**config.mk**
```make
export PLATFORM = sky130hd
export DESIGN_NAME = neuron_lif_array
export DESIGN_NICKNAME = d
export VERILOG_FILES = /design/src/rtl/neuron_lif_array.sv
export SDC_FILE = /design/constraint.sdc
export NUM_CORES = 1
export LEC_CHECK = 0
export ABC_AREA = 1
export CORE_ASPECT_RATIO = 0.8
export CORE_MARGIN = 5
export CORE_UTILIZATION = 62
export CTS_CLUSTER_DIAMETER = 200
export DETAILED_ROUTE_END_ITERATION = 7
export GPL_ROUTABILITY_DRIVEN = 0
export GPL_TIMING_DRIVEN = 1
export PLACE_DENSITY = 0.81
export SETUP_SLACK_MARGIN = 0.02
export SLEW_MARGIN = 20
export SYNTH_ARGS = -nofsm -noshare
export SYNTH_HDL_FRONTEND = slang
export SYNTH_SLANG_ARGS = --single-unit
```
**constraint.sdc**
```tcl
create_clock -name clk -period 5.3 [get_ports clk]
set_input_delay 1.06 -clock clk [delete_from_list [all_inputs] [get_ports clk]]
set_output_delay 1.06 -clock clk [all_outputs]
set_load 0.02 [all_outputs]
```
**src/rtl/neuron_lif_array.sv**
```systemverilog
// Array of leaky integrate-and-fire neurons with a sequential tick sweep and spike FIFO.
// Optional refractory counters are enabled by defining NEURON_LIF_ARRAY_REFRAC_EN.
module neuron_lif_array #(
  parameter int N_NEURONS    = 8,
  parameter int V_W          = 8,
  parameter int WGT_W        = 4,
  parameter int LEAK_SHIFT   = 3,
  parameter int THRESH_INIT  = 64,
  parameter int FIFO_DEPTH   = 4,
  parameter int REFRAC_TICKS = 2,
  localparam int IDX_W = (N_NEURONS > 1) ? $clog2(N_NEURONS) : 1
) (
  input  logic             clk,
  input  logic             rst_n,
  input  logic             ena,
  input  logic             in_valid,
  output logic             in_ready,
  input  logic             in_tick,
  input  logic [IDX_W-1:0] in_idx,
  input  logic [WGT_W-1:0] in_weight,
  input  logic             cfg_we,
  input  logic [V_W-1:0]   cfg_thresh,
  output logic             out_valid,
  input  logic             out_ready,
  output logic [IDX_W-1:0] out_idx,
  output logic             busy,
  output logic             err
);

  localparam int FA_W = $clog2(FIFO_DEPTH);
  localparam int CN_W = FA_W + 1;
  localparam int S_W  = V_W + 2;

  typedef enum logic {IDLE, SWEEP} state_e;

  state_e           state_q;
  logic [IDX_W-1:0] ptr_q;
  logic [V_W-1:0]   v_q [N_NEURONS];
  logic [V_W-1:0]   v_d [N_NEURONS];
  logic [V_W-1:0]   thresh_q;
  logic             err_q;
  logic [IDX_W-1:0] fifo_q [FIFO_DEPTH];
  logic [FA_W-1:0]  wr_q, rd_q;
  logic [CN_W-1:0]  cnt_q;

  logic             accept, idx_ok, ev_ok;
  logic [V_W-1:0]   ev_cur, ev_new;
  logic [S_W-1:0]   sum;
  logic [V_W-1:0]   sw_cur, vl;
  logic             sweeping, spike, full, pop, push, stall, adv;
  logic             ev_hold, sw_hold;

  assign in_ready  = rst_n & ena & (state_q == IDLE);
  assign busy      = (state_q == SWEEP);
  assign err       = err_q;
  assign out_valid = (cnt_q != '0);
  assign out_idx   = fifo_q[rd_q];

  assign accept = in_valid & in_ready;
  assign idx_ok = int'(in_idx) < N_NEURONS;
  assign ev_ok  = accept & ~in_tick & idx_ok & ~ev_hold;

  always_comb begin
    ev_cur = '0;
    for (int i = 0; i < N_NEURONS; i++) begin
      if (in_idx == IDX_W'(i)) ev_cur = v_q[i];
    end
  end

  // Signed add in V_W+2 bits so both underflow and overflow are visible.
  assign sum = {2'b00, ev_cur}
             + {{(S_W-WGT_W){in_weight[WGT_W-1]}}, in_weight};

  always_comb begin
    ev_new = sum[V_W-1:0];
    if (sum[S_W-1])    ev_new = '0;
    else if (sum[V_W]) ev_new = '1;
  end

  assign sweeping = (state_q == SWEEP);
  assign sw_cur   = v_q[ptr_q];
  assign vl       = sw_cur - (sw_cur >> LEAK_SHIFT);
  assign spike    = sweeping & ~sw_hold & (vl >= thresh_q);
  assign full     = (cnt_q == CN_W'(FIFO_DEPTH));
  assign pop      = out_valid & out_ready & ena;
  assign stall    = spike & full & ~pop;
  assign push     = ena & spike & ~stall;
  assign adv      = ena & sweeping & ~stall;

  always_comb begin
    v_d = v_q;
    for (int i = 0; i < N_NEURONS; i++) begin
      if (ev_ok && in_idx == IDX_W'(i)) v_d[i] = ev_new;
      if (adv && !sw_hold && ptr_q == IDX_W'(i))
        v_d[i] = spike ? '0 : vl;
    end
  end

`ifdef NEURON_LIF_ARRAY_REFRAC_EN
  localparam int RC_W = (REFRAC_TICKS > 0) ? $clog2(REFRAC_TICKS + 1) : 1;

  logic [RC_W-1:0] rc_q [N_NEURONS];
  logic [RC_W-1:0] rc_d [N_NEURONS];

  always_comb begin
    ev_hold = 1'b0;
    sw_hold = 1'b0;
    for (int i = 0; i < N_NEURONS; i++) begin
      if (in_idx == IDX_W'(i) && rc_q[i] != '0) ev_hold = 1'b1;
      if (ptr_q == IDX_W'(i) && rc_q[i] != '0) sw_hold = 1'b1;
    end
  end

  always_comb begin
    rc_d = rc_q;
    for (int i = 0; i < N_NEURONS; i++) begin
      if (adv && ptr_q == IDX_W'(i)) begin
        if (rc_q[i] != '0) rc_d[i] = rc_q[i] - 1'b1;
        else if (spike)    rc_d[i] = RC_W'(REFRAC_TICKS);
      end
    end
  end

  always_ff @(posedge clk or negedge rst_n) begin
    if (!rst_n) begin
      for (int i = 0; i < N_NEURONS; i++) rc_q[i] <= '0;
    end else begin
      rc_q <= rc_d;
    end
  end
`else
  assign ev_hold = 1'b0;
  assign sw_hold = 1'b0;
`endif

  always_ff @(posedge clk or negedge rst_n) begin
    if (!rst_n) begin
      state_q <= IDLE;
      ptr_q   <= '0;
    end else begin
      case (state_q)
        IDLE: begin
          if (accept && in_tick) begin
            state_q <= SWEEP;
            ptr_q   <= '0;
          end
        end
        SWEEP: begin
          if (adv) begin
            if (ptr_q == IDX_W'(N_NEURONS - 1)) state_q <= IDLE;
            else                                ptr_q   <= ptr_q + 1'b1;
          end
        end
        default: state_q <= IDLE;
      endcase
    end
  end

  always_ff @(posedge clk or negedge rst_n) begin
    if (!rst_n) begin
      for (int i = 0; i < N_NEURONS; i++) v_q[i] <= '0;
      thresh_q <= V_W'(THRESH_INIT);
      err_q    <= 1'b0;
    end else begin
      v_q <= v_d;
      if (ena && cfg_we) thresh_q <= cfg_thresh;
      if (accept && !in_tick && !idx_ok) err_q <= 1'b1;
    end
  end

  always_ff @(posedge clk or negedge rst_n) begin
    if (!rst_n) begin
      for (int i = 0; i < FIFO_DEPTH; i++) fifo_q[i] <= '0;
      wr_q  <= '0;
      rd_q  <= '0;
      cnt_q <= '0;
    end else begin
      if (push) begin
        fifo_q[wr_q] <= ptr_q;
        wr_q         <= wr_q + 1'b1;
      end
      if (pop) rd_q <= rd_q + 1'b1;
      case ({push, pop})
        2'b10:   cnt_q <= cnt_q + 1'b1;
        2'b01:   cnt_q <= cnt_q - 1'b1;
        default: cnt_q <= cnt_q;
      endcase
    end
  end

endmodule

```
Word-level counts from Yosys, hierarchy flattened. Index checks and enable logic that the tools add are counted.

Register bits after elaboration: 95. Input port bits: 22. Word-level logic and storage cells: 147. Output and inout bits: 7.

Mux-type cells: 45. Add/sub/neg operators: 7. Order comparisons: 5. Reduce and logical (&&, ||, !) cells: 32. Bitwise operators: 20. Eq/ne operators: 20.

Operators by type and width (number): 8-bit 2-to-1 mux (29); 3-bit == test, second input constant (9); 8-bit binary-select mux with 3-bit select (1); 1-bit logical AND (19); 3-bit 2-to-1 mux (6); 2-bit nonzero test (9); 1-bit bitwise AND (13); 12-bit bitwise mux (1); 3-bit by 2-bit == test with 1-bit output, second input constant (4); 3-bit one-hot mux with 2 select lines (2); 9-bit by 4-bit adder with 10-bit output (1); 8-bit greater-or-equal comparator (1); 8-bit by 5-bit subtractor with 8-bit output (1); 3-bit by 1-bit adder with 3-bit output, second input constant (2); 3-bit binary-select mux with 2-bit select (1); 3-bit demux with 2-bit select (1); 3-bit by 1-bit == test with 1-bit output, second input constant (2); 3-bit greater-or-equal comparator, second input constant (2); 3-bit zero test (2); 2-bit NOT with 3-bit output (2); 2-bit by 1-bit adder with 2-bit output, second input constant (2); 4-bit greater-or-equal comparator, second input constant (1); 2-bit by 1-bit != test with 1-bit output, second input constant (2); 1-bit NOT (4); other kinds (10) (12).

Depth between registers and ports, before layout.
Depth in word-level cells: 14. Depth in mapped cells: 36.

Least setup slack after synthesis. No wires, ideal clock.

Path type: register -> register. Start: register ptr_q[0]. End: register cnt_q[2]. Arrival time: 4.520 ns. Path buffers: 4. Clock period less this slack: 4.650 ns. Cell stages (with the launch flop): 31. Path slack: 0.650 ns. Library setup time: 0.131 ns. Cell sequence: dfrtp_1 buf_6 inv_2 buf_6 buf_2 buf_2 o21ai_0 a31oi_1 ha_1 inv_1 fa_1 nand3_1 nand2_1 a21oi_1 nand4_1 nand2_1 inv_1 ha_1 nand2_1 o21a_2 nand2_4 nand2_8 nand2_8 inv_4 nand2_2 ha_1 inv_1 fa_1 a21oi_1 o21ai_0 xor2_1.

Cells in the longest elaborated chain, start to end: 13. Elaborated cells between the ends (all ways): 16. Classes of those cells: 1 x add/sub; 1 x order compare; 2 x eq/ne; 4 x mux; 7 x bitwise; 1 x reduce/logical.

Ends and longest elaborated chain: from (decl) (line 37) `logic [IDX_W-1:0] ptr_q;`; from (signal assigned) (line 151) `else ptr_q <= ptr_q + 1'b1;`; 3-bit NOT with 4-bit output (implied by the code) (*) (line 81) `assign sw_cur = v_q[ptr_q];`; 8-bit binary-select mux with 3-bit select (*) (line 81); 8-bit 2-to-1 mux (implied by the code) (*) (2 in series) (line 81); 8-bit by 5-bit subtractor with 8-bit output (*) (line 82) `assign vl = sw_cur - (sw_cur >> LEAK_SHIFT);`; 8-bit greater-or-equal comparator (*) (line 83) `assign spike = sweeping & ~sw_hold & (vl >= thresh_q);`; 1-bit bitwise AND (*) (line 83); 1-bit bitwise AND (2 in series) (line 86) `assign stall = spike & full & ~pop;`; 1-bit NOT (line 87) `assign push = ena & spike & ~stall;`; 1-bit bitwise AND (*) (line 87); 2-bit by 1-bit == test with 1-bit output or 2-bit == test (tied branches) (line 183) `case ({push, pop})`; 3-bit one-hot mux with 2 select lines or 2-bit nonzero test (tied branches); to (signal assigned) (line 184) `2'b10: cnt_q <= cnt_q + 1'b1;`; to (signal assigned) (line 185) `2'b01: cnt_q <= cnt_q - 1'b1;`; to (signal assigned) (line 186) `default: cnt_q <= cnt_q;`; to (decl) (line 44) `logic [CN_W-1:0] cnt_q;`.

Mark *: on every way between the ends. The rest lies on a longest branch, timed or not. The select of a mux whose other input is x is not followed. A chain may end at the register's enable or synchronous reset.

Final worst setup path. Ends and elaborated chain as after synthesis.

==> impl_metrics.py <==
metrics = {
    "layout": {
        "fin_cells": 1204,
        "nets": 1113,
        "syn2layout_area_growth_pct": 10.2,
        "final_area_um2": 7800,
        "n_fill_cell": 942,
        "drive_gt1_share_pct": 10.3,
        "diodes": 0,
    },
    "setup_path": {
        "worstSetupPathType": "register to register",
        "reg2regPathDepth": 28,
        "cp_data_required_time_ns": 5.53,
        "slowest_stage": "dfrtp_1",
        "cp_max_fo": 35,
        "startpoint": "ptr_q[0]",
        "rrSetupSlack_ns": 0.36,
        "crit_path_end": "cnt_q[2]",
        "cp-end-kind": "register",
        "arrival_ns": 5.17,
        "r2r-start": "ptr_q[0]",
        "r2r_end": "cnt_q[2]",
        "max_stage_delay_ns": 0.41,
        "crit_path_start_kind": "register",
    },
    "cts": {
        "cts_tree": "built",
        "post_cts_buffers": 0,
        "clock-root-buffer": "clkbuf_16",
        "clk_pin_slew_ns": 0.07,
        "cts.sinks": 95,
        "clkLatencyLatePin_ns": 0.36,
        "clockBufferDepth": 2,
        "post_cts_resized": 0,
        "ctsHoldBuffers": 0,
        "cts.htree.levels": 3,
        "numCtsBuffers": 9,
    },
    "yosys": {
        "synth_seq_cells": 95,
        "async_flop_share_pct": 100,
        "synth-seq-area-share_pct": 33.6,
        "synthDistinctLibCells": 46,
        "yosysTopAreaCellShare_pct": 33.2,
        "synth_common_cells": "366 x nand2_1, 109 x nand3_1, 98 x inv_1",
        "syn_nets": 1087,
        "post-synth-top-count-cell": "nand2_1",
        "synth_area_per_cell_um2": 6.88,
        "syn_area_um2": 7080,
        "synth_flop_cell": "dfrtp_1",
        "synth-edff-count": 0,
        "synth_largest_area_cell": "dfrtp_1",
        "yosys_warnings": 0,
        "synthTopCellsByArea": "dfrtp_1 33%, nand2_1 19%, nand3_1 7.7%",
        "synthCells": 1029,
    },
    "hold_path": {
        "hold_class": "register to register",
    },
    "routing": {
        "first_pass_iters": 8,
        "wl_per_cell_um": 17.4,
        "drtIter0Drc": 876,
        "drt.antenna.violating_nets": 0,
        "route.detailed.drc": 0,
        "drt_wl_total_mm": 20.9,
        "detail_route.vias_per_cell": 5.85,
        "vias": 7046,
    },
    "sta": {
        "skew_ns": 0.00985,
        "tightest_slew_ns": 0.635,
        "fin_crit_sh_pct": 93.3,
        "tns_ns": 0,
        "period_minus_slack_ns": 4.94,
        "finalSetupViolCount": 0,
        "slew_headroom_pct": 57.7,
        "timing.fmax_mhz": 202,
        "maxSlewViolCount": 0,
        "finalHoldViolations": 0,
        "rsz0062_at_grt": "false",
    },
    "run_status": {
        "outcome": "finished, final reports clean",
    },
    "global_routing": {
        "grt_max_degree": 51,
        "antenna_found_initial": 0,
        "grtUsageTotal_pct": 31.1,
        "grt_pass1_wl_mm": 33.2,
        "gr-total-overflow": 0,
        "grt_pass1_vias": 6318,
    },
    "placed_design": {
        "dp_hpwl_mm": 15.6,
        "io_buffer_count": 27,
        "dp_cells": 1188,
        "place_area_um2": 7450,
    },
    "floorplanning": {
        "num_rows": 34,
        "die_h_um": 106,
        "start_util_pct": 64.2,
        "core_um2": 11000,
        "dieArea_um2": 13700,
        "pin_count": 29,
        "die_w_um": 129,
    },
    "flow_run": {
        "maxCapViolations": 0,
    },
}
## area by class of cell
class,count,area [um2],area share [%]
multi-input cells,792,4120,52.8
flip-flops and latches,95,2380,30.5
inverters,125,477,6.11
repair buffers,32,309,3.96
clock buffers,11,233,2.98
well taps,144,180,2.31
clock inverters,5,106,1.36
## through the flow
stage | hold WS (ns) | utilization, % | worst slack, ns
3_5_place_dp | 0.470 | 67.6 | 0.384
6_report | 0.484 | 70.8 | 0.355
2_1_floorplan | 0.448 | - | 0.650
5_1_grt | 0.510 | 70.8 | 0.0424
3_3_place_gp | 0.464 | 67.6 | 0.487
4_1_cts | 0.486 | 70.7 | 0.338
## how the worst min path moves through the flow
stage / startpoint / end / slack, ns / cells past startpoint
2_1_floorplan: fifo_q[3] / fifo_q[3] / 0.45 / 2
3_3_place_gp: v_q[48] / v_q[48] / 0.46 / 2
3_5_place_dp: fifo_q[5] / fifo_q[5] / 0.47 / 2
4_1_cts: fifo_q[5] / fifo_q[5] / 0.49 / 2
5_1_grt: fifo_q[7] / fifo_q[7] / 0.51 / 2
6_report: v_q[48] / v_q[48] / 0.48 / 2
## registers in the layout, summed over array words and instances, names as in the netlist
signal / cells
fifo_q: 12
v_q: 64
wr_q: 2
ptr_q: 3
busy: 1
cnt_q: 3
thresh_q: 8
rd_q: 2
## critical path, delay by kind of cell (launching register included)
family / cells / cell delay, ns
compound gates: 7 / 1.25
xor+xnor: 1 / 0.16
fa+ha+maj: 5 / 1.41
simple gates: 10 / 1.07
buf+inv: 5 / 0.53
flops: 1 / 0.41
## logic make-up after synthesis
group | count (synthesis) | synth area share, %
flops | 95 | 33.6
compound gates | 145 | 11.2
xor+xnor | 6 | 0.743
buf+inv | 142 | 8.22
simple gates | 603 | 39.3
fa+ha+maj | 36 | 6.68
other cells | 1 | 0.0530
mux | 1 | 0.159
## routing by layer
| metal | GRT usage [%] | up-vias | share of wire [%] |
|---|---|---|---|
| li1 | - | 3364 | - |
| met1 | 43.8 | 3138 | 42 |
| met2 | 44.5 | 453 | 41 |
| met3 | 9.20 | 91 | 12 |
| met4 | 13.1 | 0 | 4.6 |
| met5 | 0 | - | 0 |
## cells in the final DEF, fill, tap and decap left out, types with 7 or more instances in the layout
cell type / count
a21oi_1: 49
clkbuf_16: 9
clkdlybuf4s50_1: 26
dfrtp_1: 94
ha_1: 33
inv_1: 98
inv_2: 23
nand2_1: 366
nand2_2: 17
nand3_1: 109
nand3_2: 7
nor2_1: 62
nor2_4: 7
o21ai_0: 65
o21ai_1: 8
Power is not shown: default switching activity piles up to over one toggle a cycle in this logic, so the estimate is an artifact.
==> variant, RTL diff (same settings) <==
The parameter `WGT_W` goes from 4 to 6.
--- a/src/rtl/neuron_lif_array.sv
+++ b/src/rtl/neuron_lif_array.sv
@@ -3,7 +3,7 @@
 module neuron_lif_array #(
   parameter int N_NEURONS    = 8,
   parameter int V_W          = 8,
-  parameter int WGT_W        = 4,
+  parameter int WGT_W        = 6,
   parameter int LEAK_SHIFT   = 3,
   parameter int THRESH_INIT  = 64,
   parameter int FIFO_DEPTH   = 4,
Interface: changed (resized in_weight); port bits go from 29 to 31. No check against the original RTL was run, so the function may have changed too.
==> variant against the unedited design <==
- clock skew decreased by 4.4 ps
- wire length rose by 5.4%
- utilization is 1.3 points lower
- non-clock buffer count is 8 higher
- design area is 2.1% higher
- area after synthesis increased by 2.0%
- setup slack worse by 27 ps
- sequential cell count is the same
- critical path depth unchanged
- critical endpoint unchanged
Power is not shown: default switching activity piles up to over one toggle a cycle in this logic, so the estimate is an artifact.
==> variant: results (changes against the unedited design) <==
[status]
outcome = complete, no violations

[synthesis]
synth_area_leaders = dfrtp_1 33%, nand2_1 19%, nand3_1 7.6%, ha_1 5.7%, inv_1 5.0%
synth_xor_area_share_pct = 0.728  ; -0.015 points
syn_avg_cell_area_um2 = 7.01  ; +2.0%
syn_nets = 1089  ; +0.18%
synth.area.mux_share_pct = 0.156  ; -0.0031 points
syn_area_um2 = 7220  ; +2.0%
synth_compound_area_share_pct = 11.1  ; -0.030 points
synth_fa_ha_area_share_pct = 6.55  ; -0.13 points
ys_seq_area_share_pct = 33.0  ; -0.66 points
synth_common_cells = 357 x nand2_1, 109 x nand3_1, 96 x inv_1, 94 x dfrtp_1, 59 x nor2_1
ys_types = 51  ; +11%

[global_route]
grt_util_all_layers_pct = 32.9  ; +1.8 points
first_global_vias = 6694  ; +6.0%
grt_first_pass_wirelength_um = 35300  ; +6.5%
grt_max_degree = 55  ; +7.8%

[layout]
n_clock_buffer = 10  ; -1
final_cell_area_um2 = 7970  ; +2.1%
drive_gt1_share_pct = 12.3  ; +2.0 points
seq_cell_count = 95  ; unchanged
clock_area_share_pct = 3.83  ; -0.52 points
multi_input_cells = 792  ; unchanged
largest_reg_flops = 64  ; unchanged
seqCellArea_um2 = 2380  ; unchanged
buffers = 40  ; +25%
top_regs = v_q (64), fifo_q (12), thresh_q (8)
nFillCells = 955  ; +1.4%
final-nonclk-buf-share_pct = 4.70  ; +0.73 points
multi_input_area_um2 = 4230  ; +2.9%

[worst_hold_path]
worstHoldPathCells = 2  ; unchanged

[placed_design]
placed_cells = 1200  ; +1.0%
post-dp-hpwl_um = 16500  ; +5.4%
post-place-ws_ps = 419  ; +34.8 ps
placed_area_um2 = 7650  ; +2.7%
io_buffers = 29  ; +7.4%

[route]
drt-vias-per-instance = 5.87  ; +0.36%
dr.pass1.iters = 5  ; -3
avgRoutedWirePerCell_um = 18.1  ; +4.4%
vias = 7142  ; +1.4%
drt-initial-drc-count = 929  ; +6.1%

[cts]
post_cts_buffers = 0  ; unchanged
clk_latency_ps = 350
cts_buffers = 9  ; unchanged
htreeDepth = 3  ; unchanged
cts_resized = 0  ; unchanged
path_clk_slew_ps = 70  ; about the same

[sta]
worst_pin_slew_ps = 705  ; +70.8 ps
finClkSkew_ps = 5.49  ; -4.36 ps

[worst_setup_path]
cp_max_fo = 21  ; -40%
cpPeakStageDelay_ps = 460  ; +50 ps
crit_family = adder cells

## variant: cell types whose count changed after synthesis, sizes merged
cell    change
clkinv      +1
inv         -1
## variant: worst min-delay path, stage by stage, from the launching register on
cell	delay, ps
dfrtp_1	350
nand2_1	50
nand2_1	50
## variant: final timing paths
path	startpoint	to	slack, ps
worst max-delay path	ptr_q[1]$_DFFE_PN0P_	cnt_q[2]$_DFFE_PN0P_	330
min in group asynchronous	rst_n	fifo_q[9]$_DFFE_PN0P_	830
worst min-delay path	v_q[51]$_DFFE_PN0P_	v_q[51]$_DFFE_PN0P_	480
worst min register to register	v_q[51]$_DFFE_PN0P_	v_q[51]$_DFFE_PN0P_	480
worst max register to register	ptr_q[1]$_DFFE_PN0P_	cnt_q[2]$_DFFE_PN0P_	330
max in group asynchronous	rst_n	v_q[31]$_DFFE_PN0P_	3370
## variant: routing by layer
metal  wire (um)  up-vias  track usage [%]
met5           0        -                0
met4         829        0             13.1
met3        2800       79             10.7
met2        9040      412             44.4
met1        9400     3275             48.2
li1            -     3376                -
